===== config.mk =====
export PLATFORM = sky130hd
export DESIGN_NAME = instr_decode_stage
export DESIGN_NICKNAME = d
export VERILOG_FILES = /design/src/rtl/instr_decode_stage.sv
export SDC_FILE = /design/constraint.sdc
export NUM_CORES = 1
export LEC_CHECK = 0
export ABC_AREA = 0
export ABC_CLOCK_PERIOD_IN_PS = 3800
export CAP_MARGIN = 20
export CORE_ASPECT_RATIO = 2
export CORE_MARGIN = 2
export CORE_UTILIZATION = 51
export DETAILED_ROUTE_END_ITERATION = 6
export PLACE_DENSITY = 0.9
export RECOVER_POWER = 50
export REMOVE_ABC_BUFFERS = 1
export SLEW_MARGIN = 20
export SYNTH_ARGS = -nofsm -noshare
export SYNTH_HDL_FRONTEND = slang
export SYNTH_SLANG_ARGS = --single-unit
export TNS_END_PERCENT = 5

===== constraint.sdc =====
create_clock -name clk -period 3.8 [get_ports clk]
set_clock_uncertainty 0.2 [all_clocks]
set_input_delay 0.76 -clock clk [delete_from_list [all_inputs] [get_ports clk]]
set_output_delay 0.76 -clock clk [all_outputs]
set_load 0.03 [all_outputs]

===== src/rtl/instr_decode_stage.sv =====
// Registered MIPS instruction decode stage with a valid/ready handshake.
// Splits the instruction word into its fields, classifies it as R/I/J,
// extends the immediate to XLEN bits and presents the result one cycle
// later through a two-entry skid buffer (MAIN drives the outputs, SKID
// catches the one extra entry accepted while MAIN is stalled).
module instr_decode_stage #(
    parameter int XLEN     = 32,
    parameter int PC_WIDTH = 32
) (
    input  logic                clk,
    input  logic                rst_n,
    input  logic                flush,
    input  logic                in_valid,
    output logic                in_ready,
    input  logic [31:0]         in_instr,
    input  logic [PC_WIDTH-1:0] in_pc,
    output logic                out_valid,
    input  logic                out_ready,
    output logic [5:0]          out_opcode,
    output logic [4:0]          out_rs,
    output logic [4:0]          out_rt,
    output logic [4:0]          out_rd,
    output logic [4:0]          out_shamt,
    output logic [5:0]          out_funct,
    output logic [XLEN-1:0]     out_imm_ext,
    output logic [25:0]         out_jtarget,
    output logic [1:0]          out_type,
    output logic [PC_WIDTH-1:0] out_pc
);

    localparam logic [1:0] TYPE_R = 2'b00;
    localparam logic [1:0] TYPE_I = 2'b01;
    localparam logic [1:0] TYPE_J = 2'b10;

    // One fully decoded instruction together with its PC.
    typedef struct packed {
        logic [5:0]          opcode;
        logic [4:0]          rs;
        logic [4:0]          rt;
        logic [4:0]          rd;
        logic [4:0]          shamt;
        logic [5:0]          funct;
        logic [XLEN-1:0]     imm_ext;
        logic [25:0]         jtarget;
        logic [1:0]          itype;
        logic [PC_WIDTH-1:0] pc;
    } entry_t;

    entry_t dec;
    entry_t main_q;
    entry_t skid_q;
    logic   main_valid;
    logic   skid_valid;

    // SKID is only ever occupied when MAIN is full, so "skid empty" is
    // exactly "room for one more"; it comes straight from a flop.
    assign in_ready  = ~skid_valid;
    assign out_valid = main_valid;

    // Combinational decode of the incoming word; every field is extracted
    // regardless of the instruction type.
    always_comb begin
        dec         = '0;
        dec.opcode  = in_instr[31:26];
        dec.rs      = in_instr[25:21];
        dec.rt      = in_instr[20:16];
        dec.rd      = in_instr[15:11];
        dec.shamt   = in_instr[10:6];
        dec.funct   = in_instr[5:0];
        dec.jtarget = in_instr[25:0];
        dec.pc      = in_pc;
        case (in_instr[31:26])
            6'h00:        dec.itype = TYPE_R;
            6'h02, 6'h03: dec.itype = TYPE_J;
            default:      dec.itype = TYPE_I;
        endcase
        case (in_instr[31:26])
            6'h0C, 6'h0D, 6'h0E: dec.imm_ext = XLEN'(in_instr[15:0]);
            default:             dec.imm_ext = XLEN'($signed(in_instr[15:0]));
        endcase
    end

    // Occupancy and data movement: fill MAIN first, spill into SKID only
    // when MAIN is stalled, and refill MAIN from SKID before taking new input.
    always_ff @(posedge clk or negedge rst_n) begin
        if (!rst_n) begin
            main_valid <= 1'b0;
            skid_valid <= 1'b0;
            main_q     <= '0;
            skid_q     <= '0;
        end else if (flush) begin
            main_valid <= 1'b0;
            skid_valid <= 1'b0;
        end else if (skid_valid) begin
            if (out_ready) begin
                main_q     <= skid_q;
                skid_valid <= 1'b0;
            end
        end else if (!main_valid || out_ready) begin
            main_valid <= in_valid;
            if (in_valid) begin
                main_q <= dec;
            end
        end else if (in_valid) begin
            skid_q     <= dec;
            skid_valid <= 1'b1;
        end
    end

    assign out_opcode  = main_q.opcode;
    assign out_rs      = main_q.rs;
    assign out_rt      = main_q.rt;
    assign out_rd      = main_q.rd;
    assign out_shamt   = main_q.shamt;
    assign out_funct   = main_q.funct;
    assign out_imm_ext = main_q.imm_ext;
    assign out_jtarget = main_q.jtarget;
    assign out_type    = main_q.itype;
    assign out_pc      = main_q.pc;

endmodule


# Yosys cells after proc, flatten, opt, wreduce, memory -nomap -nowiden
# Cells that the tools add are included.
# totals
output_inout_bits	126
regBits	250
# classes
bitwise_logic	3
muxes	14
eq_ne	7
n_reduce_logical	11
# op_table
cell	n
124-bit two-way mux	4
32-bit two-way mux	1
6-bit by 4-bit equality test with 1-bit output (second input constant)	3
6-bit by 2-bit equality test with 1-bit output (second input constant)	2
1-bit two-way mux	8
4-bit AND reduction	2
6-bit zero test	1
2-bit nonzero test	3
2-bit inequality test (second input constant)	2
2-bit case mux with 2 select lines	1
1-bit NOT	3
3-bit OR reduction	1
2-bit AND reduction	1
2-bit OR reduction	1
1-bit zero test	1
1-bit logical OR	1

# Longest topological paths before layout
# logic_depth
word_depth	6
ltp_mapped	7

# Worst setup path before layout
# No wires, ideal clock.
# synth_timing
kind	input -> register
start	input port out_ready
end	register skid_q[32] in the netlist's numbering
slack_ns	1.747
path_stages	4
path_buffers	2
arrival_time_ns	1.728
path_cell_list	nor4_4 buf_4 buf_6 mux2_2
# synth_via
elab_chain_len	3
# synth_lines
element	line	text
from (decl)	18	input logic out_ready,
1-bit logical OR	99	end else if (!main_valid || out_ready) begin
1-bit NOT (no source line)	--	
4-bit AND reduction (no source line)	--	
to (signal assigned)	90	skid_q <= '0;
to (signal assigned)	105	skid_q <= dec;
to (decl)	51	entry_t skid_q;
# Every way passes these cells.
# A chain may end at the register's enable or synchronous reset.

# Final worst setup path
# layout_timing
start	input port in_valid
end	register skid_q[100] in the netlist's numbering
# layout_via
elab_chain_len	1
# layout_lines
element	line	text
from (decl)	13	input logic in_valid,
4-bit AND reduction (no source line)	--	
# Every way passes these cells.

==> flow_metrics.env <==
export IMPL_yosysMostFrequentCell="dfrtp_1"
export IMPL_net_switching_power_w=0.00163
export IMPL_swShare=0.312
export IMPL_final_period_utilization=0.876
export IMPL_violations="capacitance limit, slew limit"
export IMPL_hold_viol_final=0
export IMPL_syn_inst=521
export IMPL_numPortBuffers=194
export IMPL_combinationalPowerShare=0.280
export IMPL_fin_hold_ws_ps=285
export IMPL_viasPerCell=5.64
export IMPL_fin_tns_setup_ps=0
export IMPL_clock_sinks=136
export IMPL_min_period_ps=3330
export IMPL_fmax_mhz=300
export IMPL_fillers=814
export IMPL_vias=4555
export IMPL_avgSynthCellArea_sq_um=12.0
export IMPL_grt_pass1_vias=4720
export IMPL_ys_flop_type="dfrtp_1"
export IMPL_dieArea_sq_mm=0.0132
export IMPL_cts_resized=0
export IMPL_cp_end_kind="flip-flop"
export IMPL_drt_first_pass_iters=4
export IMPL_dpl_cell_area_sq_mm=0.00786
export IMPL_ios=195
export IMPL_antenna_cells=0
export IMPL_setup_violations=0
export IMPL_synthDistinctLibCells=26
export IMPL_yosys_warnings=0
export IMPL_max_cap_viol_count=2
export IMPL_layout_cells_non_filler=807
export IMPL_clk_latency_ps=420
export IMPL_multi_input_area_sq_mm=0.00222
export IMPL_placed_cells=776
export IMPL_syn2layout_area_growth_pct=35.4
export IMPL_coreArea_sq_mm=0.0121
export IMPL_drive_above_1_share=0.126
export IMPL_critPathArrivalTime_ps=3420
export IMPL_pwr_share_seq=0.378
export IMPL_gr_total_overflow=0
export IMPL_dpl_hpwl_um=10300
export IMPL_wl_per_cell_um=19.3
export IMPL_ctsLongestPathBuffers=2
export IMPL_drt_total_wl_um=15600
export IMPL_seqCellArea_sq_mm=0.00341
export IMPL_yosys_top_cells_area="dfrtp_1 54%, a21oi_1 10%, mux2i_1 10%"
export IMPL_ys_ff_latch=136
export IMPL_rows=57
export IMPL_synth_area_sq_mm=0.00626
export IMPL_cts_tree="yes"
export IMPL_netlist_top_cells_count="136 x dfrtp_1, 130 x a21oi_1, 65 x buf_4"
export IMPL_ant_nets=0
export IMPL_async_flop_share=1.00
export IMPL_ctsHoldBuffers=0
export IMPL_grt_use_total=0.243
export IMPL_grt_pass1_wl_um=24200
export IMPL_power_density_mw_per_mm2=616
export IMPL_htree_levels=4
export IMPL_nNetsFinal=717
export IMPL_clk_pin_slew_ps=60
export IMPL_fin_ws_ps=472
export IMPL_grt_max_degree=88
export IMPL_clock_power_share=0.342
export IMPL_rsz0062_at_grt="false"
export IMPL_status="finished with violations"
export IMPL_irDropWorstVdd_mv=0.465
export IMPL_start_util=0.520
export IMPL_fin_area_sq_mm=0.00848
export IMPL_slew_limit_headroom=-0.443
export IMPL_post_cts_repair_setup_buffers=0
export IMPL_yosys_area_top_type="dfrtp_1"
export IMPL_pre_cts_ws_ps=895
export IMPL_cts_root_buf="clkbuf_16"
export IMPL_cts_inserted_buffers=17
export IMPL_critPathMaxFanout=67
export IMPL_drc=0
export IMPL_seq_area_frac_synth=0.543
export IMPL_critPathRequiredTime_ps=3890
export IMPL_synth_top_area_frac=0.543
export IMPL_p_int_w=0.00359
export IMPL_grt_antenna_before_repair=0
export IMPL_hp_class="reg2reg"
export IMPL_power_leakage_nw=3.39
export IMPL_tightest_slew_ps=2160
export IMPL_start_kind="input port"
export IMPL_gp_congestion=0.865
export IMPL_fp_dieH_um=161
export IMPL_synth_edff_count=0
export IMPL_die_x_um=82.4
export IMPL_first_iter_violations=324
export IMPL_critical_path_class="in2reg"
export IMPL_final_max_slew_violation_count=155
==> power groups by stage <==
stage	Sequential [W]	Combinational [W]	Clock [W]
floorplan	0.00241	0.000327	0
global placement	0.00197	0.00143	0
detailed placement	0.00199	0.00147	0
CTS	0.00198	0.00147	0.00180
global route	0.00201	0.00155	0.00187
finish	0.00198	0.00146	0.00179
==> flip-flops by register name, summed over array words and instances (netlist names) <==
| signal | flops |
|---|---|
| out_type | 2 |
| out_rs | 4 |
| out_shamt | 4 |
| out_rd | 4 |
| out_pc | 32 |
| out_imm_ext | 4 |
| out_jtarget | 2 |
| out_valid | 1 |
| out_opcode | 6 |
| out_funct | 5 |
| out_rt | 4 |
| skid_valid | 1 |
| skid_q | 67 |
==> final timing paths <==
path                            startpoint           to  slack, ps  cells after the start
min in group asynchronous            rst_n   skid_q[13]        760                      1
max in group asynchronous            rst_n   skid_valid       1070                      1
worst max register to register  skid_valid  skid_q[100]        600                      3
worst min-delay path            skid_q[15]   skid_q[15]        290                      1
worst min register to register  skid_q[15]   skid_q[15]        290                      1
worst max-delay path              in_valid  skid_q[100]        470                      5
==> cells in the final DEF (no fill, tap or decap), types with 2 or more instances in the layout <==
| master | count |
|---|---|
| clkdlybuf4s50_1 | 192 |
| dfrtp_1 | 135 |
| a21oi_1 | 130 |
| mux2i_1 | 64 |
| mux2_2 | 39 |
| mux2_1 | 28 |
| clkbuf_16 | 17 |
| nand2_1 | 8 |
| buf_4 | 6 |
| bufinv_16 | 5 |
| inv_1 | 4 |
| a31oi_1 | 4 |
| clkinv_2 | 3 |
| nand2b_1 | 2 |
| clkinv_4 | 2 |
| clkbuf_2 | 2 |
==> area by class of cell <==
class | count | share of cell area
clock buffers | 19 | 0.0522
clock inverters | 12 | 0.0235
inverters | 4 | 0.00177
multi-input cells | 287 | 0.262
flip-flops and latches | 136 | 0.402
well taps | 147 | 0.0217
repair buffers | 202 | 0.237
==> worst max-delay path, cell delays in order <==
cell	delay, ps
dlygate4sd3_1	570
nand2_1	120
nor4_4	150
clkbuf_2	1330
mux2_2	450
==> per-stage QoR <==
stage | util | power, W
after global routing | 0.703 | 0.00542
after global placement | 0.652 | 0.00340
after floorplan | - | 0.00273
after CTS | 0.705 | 0.00525
after detailed placement | 0.652 | 0.00346
final | 0.703 | 0.00522
==> logic make-up after synthesis <==
group           share of synthesized area
mux                                 0.223
buf+inv                             0.103
flops                               0.543
simple gates                       0.0146
compound gates                      0.116
==> routing by layer <==
| layer | track usage | vias up | share of wire |
|---|---|---|---|
| met3 | 0.0562 | 54 | 0.049 |
| met5 | 0 | - | 0 |
| met1 | 0.271 | 2282 | 0.35 |
| li1 | - | 2041 | - |
| met4 | 0.150 | 0 | 0.057 |
| met2 | 0.405 | 178 | 0.54 |
No activity file was read; power rests on OpenSTA's default activity.
